`src/rtl/if_id_reg_if.sv`:
```
`default_nettype none
// ============================================================================
// Module      : if_id_reg_if
// Description : IF->ID pipeline-register bundle: fetch handshake, hazard
//               controls, ID-side outputs and performance counters.
// Revision    : 1.0
// ============================================================================
interface if_id_reg_if #(
    parameter int CNT_W = 16
) ();
    logic [31:0]      IF_Inst;
    logic [31:0]      IF_PC4;
    logic             IF_Valid;
    logic             IF_Ready;
    logic             Stall;
    logic             Branch;
    logic [31:0]      ID_Inst_org;
    logic [31:0]      ID_PC4;
    logic             ID_Valid;
    logic [CNT_W-1:0] Flush_Cnt;
    logic [CNT_W-1:0] Stall_Cnt;

    modport master (
        output IF_Inst, IF_PC4, IF_Valid, Stall, Branch,
        input  IF_Ready, ID_Inst_org, ID_PC4, ID_Valid, Flush_Cnt, Stall_Cnt
    );

    modport slave (
        input  IF_Inst, IF_PC4, IF_Valid, Stall, Branch,
        output IF_Ready, ID_Inst_org, ID_PC4, ID_Valid, Flush_Cnt, Stall_Cnt
    );
endinterface
`default_nettype wire

```
`src/rtl/if_id_reg.sv`:
```
`default_nettype none
// ============================================================================
// Module      : if_id_reg
// Description : IF/ID pipeline register with one-entry skid buffer, branch
//               flush, load-use stall and saturating flush/stall counters.
// Revision    : 1.0
// ============================================================================
module if_id_reg #(
    parameter int CNT_W = 16
) (
    input  wire          clk,
    input  wire          rst_n,
    if_id_reg_if.slave   bus
);

    localparam logic [0:0] c_RUN  = 1'b0;
    localparam logic [0:0] c_HOLD = 1'b1;

    logic [0:0]       r_state;
    logic [31:0]      r_skid_inst;
    logic [31:0]      r_skid_pc4;
    logic [31:0]      r_id_inst;
    logic [31:0]      r_id_pc4;
    logic             r_id_valid;
    logic [CNT_W-1:0] r_flush_cnt;
    logic [CNT_W-1:0] r_stall_cnt;

    // A fetch is only accepted while the skid buffer is empty.
    assign bus.IF_Ready    = (r_state == c_RUN);
    assign bus.ID_Inst_org = r_id_inst;
    assign bus.ID_PC4      = r_id_pc4;
    assign bus.ID_Valid    = r_id_valid;
    assign bus.Flush_Cnt   = r_flush_cnt;
    assign bus.Stall_Cnt   = r_stall_cnt;

    always_ff @(posedge clk or negedge rst_n) begin
        if (!rst_n) begin
            r_state     <= c_RUN;
            r_skid_inst <= 32'd0;
            r_skid_pc4  <= 32'd0;
            r_id_inst   <= 32'd0;
            r_id_pc4    <= 32'd0;
            r_id_valid  <= 1'b0;
        end else if (bus.Branch) begin
            r_state     <= c_RUN;
            r_skid_inst <= 32'd0;
            r_skid_pc4  <= 32'd0;
            r_id_inst   <= 32'd0;
            r_id_pc4    <= 32'd0;
            r_id_valid  <= 1'b0;
        end else if (bus.Stall) begin
            // ID holds; a fetch offered while empty is parked in the skid.
            if (r_state == c_RUN && bus.IF_Valid) begin
                r_skid_inst <= bus.IF_Inst;
                r_skid_pc4  <= bus.IF_PC4;
                r_state     <= c_HOLD;
            end
        end else if (r_state == c_HOLD) begin
            r_id_inst  <= r_skid_inst;
            r_id_pc4   <= r_skid_pc4;
            r_id_valid <= 1'b1;
            r_state    <= c_RUN;
        end else if (bus.IF_Valid) begin
            r_id_inst  <= bus.IF_Inst;
            r_id_pc4   <= bus.IF_PC4;
            r_id_valid <= 1'b1;
        end else begin
            r_id_inst  <= 32'd0;
            r_id_pc4   <= 32'd0;
            r_id_valid <= 1'b0;
        end
    end

    always_ff @(posedge clk or negedge rst_n) begin
        if (!rst_n) begin
            r_flush_cnt <= '0;
            r_stall_cnt <= '0;
        end else begin
            if (bus.Branch && (r_flush_cnt != {CNT_W{1'b1}})) begin
                r_flush_cnt <= r_flush_cnt + 1'b1;
            end
            if (bus.Stall && !bus.Branch && (r_stall_cnt != {CNT_W{1'b1}})) begin
                r_stall_cnt <= r_stall_cnt + 1'b1;
            end
        end
    end

endmodule
`default_nettype wire
```
`src/flat_wrapper.sv`:
```
// flat-port wrapper written by rule: the top's interface ports become plain ports
module if_id_reg_flat 
#(
    parameter int CNT_W = 16
)
  (clk, rst_n, bus_IF_Inst, bus_IF_PC4, bus_IF_Valid, bus_Stall, bus_Branch, bus_IF_Ready, bus_ID_Inst_org, bus_ID_PC4, bus_ID_Valid, bus_Flush_Cnt, bus_Stall_Cnt);
  if_id_reg_if #(.CNT_W(CNT_W)) bus_i ();
  input  wire clk;
  input  wire rst_n;
  input wire logic [$bits(bus_i.IF_Inst)-1:0] bus_IF_Inst;
  input wire logic [$bits(bus_i.IF_PC4)-1:0] bus_IF_PC4;
  input wire logic [$bits(bus_i.IF_Valid)-1:0] bus_IF_Valid;
  input wire logic [$bits(bus_i.Stall)-1:0] bus_Stall;
  input wire logic [$bits(bus_i.Branch)-1:0] bus_Branch;
  output wire logic [$bits(bus_i.IF_Ready)-1:0] bus_IF_Ready;
  output wire logic [$bits(bus_i.ID_Inst_org)-1:0] bus_ID_Inst_org;
  output wire logic [$bits(bus_i.ID_PC4)-1:0] bus_ID_PC4;
  output wire logic [$bits(bus_i.ID_Valid)-1:0] bus_ID_Valid;
  output wire logic [$bits(bus_i.Flush_Cnt)-1:0] bus_Flush_Cnt;
  output wire logic [$bits(bus_i.Stall_Cnt)-1:0] bus_Stall_Cnt;
  assign bus_i.IF_Inst = bus_IF_Inst;
  assign bus_i.IF_PC4 = bus_IF_PC4;
  assign bus_i.IF_Valid = bus_IF_Valid;
  assign bus_i.Stall = bus_Stall;
  assign bus_i.Branch = bus_Branch;
  assign bus_IF_Ready = bus_i.IF_Ready;
  assign bus_ID_Inst_org = bus_i.ID_Inst_org;
  assign bus_ID_PC4 = bus_i.ID_PC4;
  assign bus_ID_Valid = bus_i.ID_Valid;
  assign bus_Flush_Cnt = bus_i.Flush_Cnt;
  assign bus_Stall_Cnt = bus_i.Stall_Cnt;
  if_id_reg #(.CNT_W(CNT_W)) u_core (.clk(clk), .rst_n(rst_n), .bus(bus_i));
endmodule
```
`config.mk`:
```
export PLATFORM = sky130hd
export DESIGN_NAME = if_id_reg_flat
export DESIGN_NICKNAME = d
export VERILOG_FILES = /design/src/rtl/if_id_reg_if.sv /design/src/rtl/if_id_reg.sv /design/src/flat_wrapper.sv
export SDC_FILE = /design/constraint.sdc
export NUM_CORES = 1
export LEC_CHECK = 0
export CAP_MARGIN = 20
export CORE_MARGIN = 2
export CORE_UTILIZATION = 50
export DETAILED_ROUTE_END_ITERATION = 6
export HOLD_SLACK_MARGIN = 0.05
export PLACE_DENSITY = 0.89
export SYNTH_ARGS = -nofsm -noshare
export SYNTH_HDL_FRONTEND = slang
export SYNTH_SLANG_ARGS = --single-unit
```
`constraint.sdc`:
```
create_clock -name clk -period 2.2 [get_ports clk]
set_input_delay 0.44 -clock clk [delete_from_list [all_inputs] [get_ports clk]]
set_output_delay 0.44 -clock clk [all_outputs]
set_load 0.05 [all_outputs]
```
==> reports/qor.yml, run 1 <==
status: "complete, no violations"
vias: 5669
rsz0062_at_grt: "no"
design.die.area_mm2: 0.0147
start_kind: "register"
clkTransAtPathRegs_ns: 0.06
synth.most_common_cell: "dfrtp_1"
power.leakage_uw: 0.00404
diodes: 0
vias_per_cell: 6.13
setup_tns_ns: 0
grt_pass1_wl_um: 29400
hpwlAfterDp_um: 11800
clkLatencyLatePin_ns: 0.42
finalHoldWorstSlack_ns: 0.394
port_buffers: 166
post-route-min-period_ns: 2.15
die_height_um: 121
clock_sinks: 162
crit_chain: "clkdlybuf4s50_1"
relSlewSlack_pct: 58.2
path_max_fanout: 6
cts-root-buf: "clkbuf_16"
final_cells: 925
clockBufferDepth: 2
yosysWarnings: 0
hold_path_class: "in2reg"
track_usage_pct: 25.3
drive_gt1_share_pct: 8.54
syn-num-nets: 657
report.final.slew_viol_count: 0
drcViolationCount: 0
post-route-period-util_pct: 97.5
htreeDepth: 4
skew_ns: 0.00654
hold_violations: 0
worstPathRequired_ns: 1.76
routed_wl_um: 18200
first_pass_iters: 6
synth_edf_count: 0
cts_buffers: 17
grt_pass1_vias: 5659
yosys.area.top_type: "dfrtp_1"
yosys.area.top_type_share_pct: 58.8
synth_area_per_cell_um2: 11.8
critPathKind: "reg2out"
ant_nets: 0
critical_path.endpoint_type: "output port"
async_flop_share_pct: 100
final_core_util_pct: 69.8
io_pins: 167
path_delay_family: "buffers and inverters"
synth_common_cells: "162 x dfrtp_1, 67 x nor3_1, 66 x nor2b_1"
grt_overflow_total: 0
dr.first_iter.drc_count: 605
cts_tree: "yes"
syn_to_final_growth_pct: 35.2
initial_utilization_pct: 51.6
power_uw: 8190
synthTopCellsByArea: "dfrtp_1 59%, a221oi_1 8.0%, a22o_1 8.0%"
slowest_delay_ns: 0.85
maxCapViolCount: 0
place_inst: 892
synth_area_mm2: 0.00689
critPathBufInv: 1
wl_per_cell_um: 19.7
nets: 807
cp_slowest_cell: "clkdlybuf4s50_1"
netlist_instances: 586
synth_ff_type: "dfrtp_1"
fmax_ghz: 0.466
synth_cell_types: 38
core_mm2: 0.0133
max-vdd-ir-drop_mv: 0.702
powerDensity_mw_per_mm2: 879
antenna_found_initial: 0
finalSetupViolations: 0
tightest_slew_ns: 0.622
ys_ff_latch: 162
place_congestion: 0.851
worstPathArrival_ns: 1.71
num_rows: 42
grt_max_degree: 134
fp.dieW_um: 121
seq_area_frac_synth_pct: 58.8
logic make-up after synthesis:
logic type	Yosys count	share of synthesized area (%)
XOR/XNOR	27	3.43
multiplexers	2	0.381
buffers and inverters	54	3.38
flip-flops	162	58.8
AND/OR/NAND/NOR	202	16.5
adder cells (fa/ha/maj)	2	0.363
AO/OA/AOI/OAI	137	17.1
final cells by class:
cell class                      count  area (um2)
Clock buffer                       17         425
Clock inverter                     15         130
Fill cell                         953        4030
Inverter                            1        3.75
Multi-Input combinational cell    370        2620
Sequential cell                   162        4060
Tap cell                          176         220
Timing Repair Buffer              184        1860
through the flow:
stage | instance area [um2] | setup WS [ns]
floorplan | 6890 | 0.100
global placement | 8740 | 0.283
detailed placement | 8740 | 0.214
CTS | 9310 | 0.0117
global route | 9320 | 0.00104
finish | 9320 | 0.0543
metal layers:
layer / vias to the layer above / part of all wire [%] / GRT usage, %
li1: 2516 / - / -
met3: 38 / 6.8 / 5.40
met1: 2817 / 41 / 34.7
met4: 0 / 2.5 / 10.2
met5: - / 0 / 0
met2: 298 / 50 / 39.6
flip-flops by register name (all words and copies together) (netlist names):
signal                  cells
u_core.bus.Flush_Cnt       16
u_core.bus.ID_Inst_org     32
u_core.bus.ID_PC4          32
u_core.bus.ID_Valid         1
u_core.bus.Stall_Cnt       16
u_core.r_skid_inst         32
u_core.r_skid_pc4          32
u_core.r_state              1
report_power, final:
group	internal [uW]	total (uW)	switching [uW]
clock	1560	2810	1240
sequential	3220	3490	266
combinational	712	1900	1190
cell usage in the layout, fill, tap and decap left out, types with 5 or more instances in the layout:
cell,n
nand4_1,17
nand2_1,12
clkinv_2,5
nor2_1,12
nand3_1,9
nor2b_1,65
clkbuf_16,17
a22o_1,63
xor2_1,10
a21oi_1,7
buf_12,5
xnor2_1,17
a221oi_1,63
inv_6,5
and3_1,5
dfrtp_1,161
clkdlybuf4s50_1,159
nor3_1,67
buf_4,14
path summary, 6_finish.rpt:
| check | cells after the start | slack [ns] | endpoint | from |
|---|---|---|---|---|
| setup / recovery | 1 | 0.05 | bus_Stall_Cnt[12] | u_core.bus.Stall_Cnt[12] |
| hold / removal | 3 | 0.39 | u_core.bus.Flush_Cnt[2] | bus_Branch |
| setup reg to reg | 5 | 0.35 | u_core.bus.Flush_Cnt[1] | u_core.bus.Flush_Cnt[0] |
| hold reg to reg | 1 | 0.50 | u_core.r_skid_pc4[18] | u_core.r_skid_pc4[18] |
| max in group asynchronous | 3 | 0.92 | u_core.bus.Stall_Cnt[7] | rst_n |
| min in group asynchronous | 2 | 0.56 | u_core.bus.ID_Inst_org[13] | rst_n |
repair_timing:
| action | 4_1_cts | 5_1_grt |
|---|---|---|
| endpoints found under the setup margin | 0 | 4 |
| endpoints found under the hold margin | 57 | 0 |
| setup buffers | 0 | 0 |
| resized for setup | 0 | 4 |
| hold buffers | 1 | 0 |
(Power assumes the default switching activity.)
==> inputs of run 2 (changes only) <==
Settings changed: ABC_AREA set to 0.
==> results of run 2 <==
No change in the layout: final DEF, timing and power equal those of run 1.
